--- src/rtl/rv_sdram_bridge.sv ---
// rv_sdram_bridge: 32-bit softcore bus to 16-bit toggle-handshake sdram port; define RV_HALF_SKIP_EN to skip empty write halves
module rv_sdram_bridge (
  input  logic        clk,
  input  logic        resetn,
  input  logic        mem_valid,
  output logic        mem_ready,
  input  logic [22:0] mem_addr,
  input  logic [31:0] mem_wdata,
  input  logic [3:0]  mem_wstrb,
  output logic [31:0] mem_rdata,
  output logic [21:0] rv_addr,
  output logic [15:0] rv_din,
  output logic [1:0]  rv_ds,
  output logic        rv_we,
  output logic        rv_req,
  input  logic        rv_req_ack,
  input  logic [15:0] rv_dout
);
  typedef enum logic [2:0] {SYNC, IDLE, LO_WAIT, HI_WAIT, RESP} state_t;
  state_t state_q, state_d;
  logic rv_req_q, rv_req_d, rv_we_q, rv_we_d, mem_ready_q, mem_ready_d;
  logic [21:0] rv_addr_q, rv_addr_d;
  logic [15:0] rv_din_q, rv_din_d, whi_q, whi_d;
  logic [1:0] rv_ds_q, rv_ds_d;
  logic [20:0] addr_q, addr_d;
  logic [3:0] wstrb_q, wstrb_d;
  logic [31:0] rdata_q, rdata_d;
  logic ack, wr, skip_lo, skip_hi, unused;
  assign ack = rv_req_q == rv_req_ack;
  assign wr = |wstrb_q;
  assign unused = ^mem_addr[1:0];
`ifdef RV_HALF_SKIP_EN
  assign skip_lo = (|mem_wstrb) && mem_wstrb[1:0] == 2'b00;
  assign skip_hi = wr && wstrb_q[3:2] == 2'b00;
`else
  assign skip_lo = 1'b0;
  assign skip_hi = 1'b0;
`endif
  always_comb begin
    state_d = state_q;
    rv_req_d = rv_req_q;
    rv_addr_d = rv_addr_q;
    rv_din_d = rv_din_q;
    rv_ds_d = rv_ds_q;
    rv_we_d = rv_we_q;
    mem_ready_d = 1'b0;
    addr_d = addr_q;
    whi_d = whi_q;
    wstrb_d = wstrb_q;
    rdata_d = rdata_q;
    case (state_q)
      SYNC: state_d = ack ? IDLE : SYNC;
      IDLE: if (mem_valid) begin
        addr_d = mem_addr[22:2];
        whi_d = mem_wdata[31:16];
        wstrb_d = mem_wstrb;
        rv_req_d = ~rv_req_q;
        rv_we_d = |mem_wstrb;
        rv_addr_d = {mem_addr[22:2], skip_lo};
        rv_din_d = skip_lo ? mem_wdata[31:16] : mem_wdata[15:0];
        rv_ds_d = ~|mem_wstrb ? 2'b11 : skip_lo ? mem_wstrb[3:2] : mem_wstrb[1:0];
        state_d = skip_lo ? HI_WAIT : LO_WAIT;
      end
      LO_WAIT: if (ack) begin
        rdata_d[15:0] = wr ? rdata_q[15:0] : rv_dout;
        if (skip_hi) begin
          state_d = RESP;
          mem_ready_d = 1'b1;
        end else begin
          rv_req_d = ~rv_req_q;
          rv_addr_d = {addr_q, 1'b1};
          rv_din_d = whi_q;
          rv_ds_d = wr ? wstrb_q[3:2] : 2'b11;
          state_d = HI_WAIT;
        end
      end
      HI_WAIT: if (ack) begin
        rdata_d[31:16] = wr ? rdata_q[31:16] : rv_dout;
        state_d = RESP;
        mem_ready_d = 1'b1;
      end
      RESP: state_d = IDLE;
      default: state_d = SYNC;
    endcase
  end
  always_ff @(posedge clk or negedge resetn) begin
    if (!resetn) begin
      state_q <= SYNC;
      rv_req_q <= 1'b0;
      rv_addr_q <= '0;
      rv_din_q <= '0;
      rv_ds_q <= '0;
      rv_we_q <= 1'b0;
      mem_ready_q <= 1'b0;
      addr_q <= '0;
      whi_q <= '0;
      wstrb_q <= '0;
      rdata_q <= '0;
    end else begin
      state_q <= state_d;
      rv_req_q <= rv_req_d;
      rv_addr_q <= rv_addr_d;
      rv_din_q <= rv_din_d;
      rv_ds_q <= rv_ds_d;
      rv_we_q <= rv_we_d;
      mem_ready_q <= mem_ready_d;
      addr_q <= addr_d;
      whi_q <= whi_d;
      wstrb_q <= wstrb_d;
      rdata_q <= rdata_d;
    end
  end
  assign rv_req = rv_req_q;
  assign rv_addr = rv_addr_q;
  assign rv_din = rv_din_q;
  assign rv_ds = rv_ds_q;
  assign rv_we = rv_we_q;
  assign mem_ready = mem_ready_q;
  assign mem_rdata = rdata_q;
endmodule

--- config.mk ---
export PLATFORM = sky130hd
export DESIGN_NAME = rv_sdram_bridge
export DESIGN_NICKNAME = d
export VERILOG_FILES = /design/src/rtl/rv_sdram_bridge.sv
export SDC_FILE = /design/constraint.sdc
export NUM_CORES = 1
export LEC_CHECK = 0
export ABC_CLOCK_PERIOD_IN_PS = 2500
export BUFFER_PORTS_ARGS = -buffer_cell sky130_fd_sc_hd__buf_2
export CAP_MARGIN = 20
export CELL_PAD_IN_SITES_DETAIL_PLACEMENT = 0
export CELL_PAD_IN_SITES_GLOBAL_PLACEMENT = 1
export CORE_MARGIN = 5
export CORE_UTILIZATION = 41
export DETAILED_ROUTE_END_ITERATION = 10
export GPL_TIMING_DRIVEN = 0
export PLACE_DENSITY = 0.82
export SETUP_SLACK_MARGIN = 0.5
export SLEW_MARGIN = 25
export SYNTH_ARGS = -nofsm -noshare
export SYNTH_HDL_FRONTEND = slang
export SYNTH_SLANG_ARGS = --single-unit
export TNS_END_PERCENT = 30
--- constraint.sdc ---
create_clock -name clk -period 2.5 [get_ports clk]
set_clock_uncertainty 0.1 [all_clocks]
set_input_delay 0.375 -clock clk [delete_from_list [all_inputs] [get_ports clk]]
set_output_delay 0.375 -clock clk [all_outputs]
set_load 0.03 [all_outputs]
==> impl_results.md <==
* Vias at 3236
* Most frequent cells after synthesis: 138 x mux2_2, 119 x dfrtp_1, 10 x mux2_4
* Final GP Congestion at 0.750
* DRC at 0
* Hold_ws at 0.102 ns
* Ys Warns at 0
* Async S/R FF share, synth at 100%
* Worst EP required at 2.68 ns
* Design Area, Final at 6760 um2
* Max-cap violations at 0
* Starting Density at 41.7%
* # IOs at 154
* Max Fclk at 504 MHz
* Number of port buffers at 151
* Buf+Inv Stages, Crit Path at 2
* WP data arrival at 2.17 ns
* PD cells at 1490 nW/um2
* CTS Buffer Depth at 2
* Ranking of synthesized cells by area: dfrtp_1 59%, mux2_2 31%, mux2_4 3.0%
* Synth Flop Type: dfrtp_1
* Chip Width at 121 um
* Post-route ant nets at 0
* Tightest Pin Transition at 0.379 ns
* Unrepaired setup endpoints after global routing: yes
* Count leader, synth: mux2_2
* DR WL/cell at 16.4 um
* # placed instances at 618
* Family with the most delay on the worst path: simple AND/OR/NAND/NOR gates
* Final core utilization at 56.3%
* Layout cell share with drive strength beyond 1 at 71.0%
* Initial detailed-routing violation count at 133
* Register area share after synthesis at 59.4%
* Placed cell area at 6000 um2
* Max IR drop VDD at 0.740 mV
* Setup violations, final at 0
* Mean Syn Cell Area at 15.7 um2
* Critical path fanouts, max at 5
* CTS tree: done
* Critical Path Start Type: flop
* Max incr delay on CP at 0.58 ns
* Worst slack, placed at 0.168 ns
* Clk_lat worst skew at 0.40 ns
* Total Nets Final at 584
* Area grow syn2layout at 34.9%
* Site Rows at 40
* Reg clk slew, reported paths at 0.05 ns
* Min-Delay Path Class: input port to flop
* Clk sinks at 119
* Drt via density at 4.87
* Reg-to-Reg Start: wstrb_q[0]
* Core ar. at 12000 um2
* Worst reg2reg path depth at 5
* Vias in the first global route at 3572
* Count of state elements after synthesis at 119
* 1st-pass router iterations at 4
* Num CTS Buffers at 17
* Root buffer cell: clkbuf_16
* Ant. Diodes at 0
* Minimum clock period at 1.98 ns
* Setup TNS Final at 0 ns
* Total Wirelength at 10.9 mm
* WS Path Type: flop to flop
* Total gr overflow at 0
* Initial antenna violation count at 0
* Yosys cell types at 26
* Hold Crit Start: mem_wdata[17]
* Non-filler cells, final at 664
* Hold depth at 2
* CP endpoint kind: flop
* Final HPWL DP at 7.68 mm
* Post-synth top area share at 59.4%
* H-tree Lvls at 4
* Fin crit share at 79.4%
* Post-synthesis cell area at 5010 um2
* Max-slew violations at 0
* Die ar. at 14500 um2
* Hold Crit Endpoint: whi_q[1]
* Status: finished, final reports clean
* Total power at 10.1 mW
* Pleak at 3.30 nW
* RR Endpoint: mem_rdata[5]
* Fin. Hold Viols at 0
* Largest net degree at the start of global routing at 76
* First-pass GRT wire length at 17.3 mm
* Mapped Cells at 319
* Rel. slew slack at 74.7%
* Crit-path cells: or4_4 > or2_1 > buf_6 > clkbuf_16 > mux2_4
* Leading area contributor after synthesis: dfrtp_1
* Final WS setup at 0.516 ns
* Worst reg-to-reg setup slack at 0.52 ns
* Synthesized net count at 398
* EDFF count, synth at 0
* Vert. Die Dim at 121 um
* Total GRT Usage at 15.2%
* Worst path slowest cell: or4_4
-- how the worst max path moves through the flow --
stage,start,end,slack (ns),depth (start not counted)
floorplan,rv_req,mem_rdata[21],0.54,5
global placement,resetn,rv_addr[3],-0.54,1
detailed placement,state_q[1],rv_addr[19],0.17,6
CTS,rv_req,mem_rdata[30],0.47,5
global route,rv_req,rv_din[13],0.45,5
finish,wstrb_q[0],mem_rdata[5],0.52,5
-- registers in the layout, summed over array words and instances, names as in the netlist --
register,cells
addr_q,21
mem_rdata,32
mem_ready,1
rv_addr,22
rv_din,16
rv_ds,2
rv_req,1
rv_we,1
state_q,3
whi_q,16
wstrb_q,4
-- routing by layer --
layer | GRT usage (%) | vias up | part of all wire, %
met5 | 0 | - | 0
met3 | 5.71 | 13 | 7.3
li1 | - | 1508 | -
met1 | 19.1 | 1595 | 44
met4 | 5.81 | 0 | 1.7
met2 | 23.8 | 120 | 47
-- logic make-up after synthesis --
group / after synthesis / share of synthesized area [%]
buffers and inverters: 22 / 2.67
XOR/XNOR: 2 / 0.349
AO/OA/AOI/OAI: 8 / 0.873
AND/OR/NAND/NOR: 18 / 2.32
flip-flops: 119 / 59.4
multiplexers: 150 / 34.4
-- layout make-up --
class / instances / area, um2
plain buffers: 16 / 136
clock buffers: 23 / 478
clock inverters: 8 / 97.6
fillers: 1010 / 5250
inverters: 6 / 22.5
multi-input cells: 178 / 1940
flip-flops and latches: 119 / 2980
well taps: 147 / 184
repair buffers: 167 / 926
-- cells in the final DEF (no fill, tap or decap), drive strengths merged --
master | Yosys | final
dfrtp | 119 | 119
dlygate4sd3 | 0 | 1
xor2 | 1 | 1
o21ai | 1 | 1
xnor2 | 1 | 1
clkinvlp | 0 | 3
or2 | 2 | 2
mux2 | 148 | 148
or4 | 1 | 1
a21oi | 4 | 4
nand3 | 1 | 1
buf | 14 | 179
nor2 | 2 | 2
nor3b | 2 | 2
clkbuf | 2 | 26
bufinv | 0 | 2
clkinv | 0 | 3
inv | 6 | 6
nand3b | 2 | 2
nor2b | 2 | 2
nor4 | 1 | 1
mux2i | 2 | 2
nand2 | 5 | 5
o22ai | 3 | 3
-- where the power goes --
group | internal (mW) | switching (mW)
sequential | 2.90 | 0.483
clock | 1.53 | 0.809
combinational | 2.01 | 2.36
total | 6.45 | 3.65
-- repair_timing --
| action | 4_1_cts | 5_1_grt |
|---|---|---|
| setup buffers | 5 | 8 |
| setup endpoints to repair | 95 | 94 |
| pin swaps | 1 | 5 |
| endpoints found under the hold margin | 44 | 0 |
| hold buffers | 1 | 0 |
| cloned | 0 | 1 |
| gates resized for setup | 14 | 2 |
No activity file was read; power rests on OpenSTA's default activity.
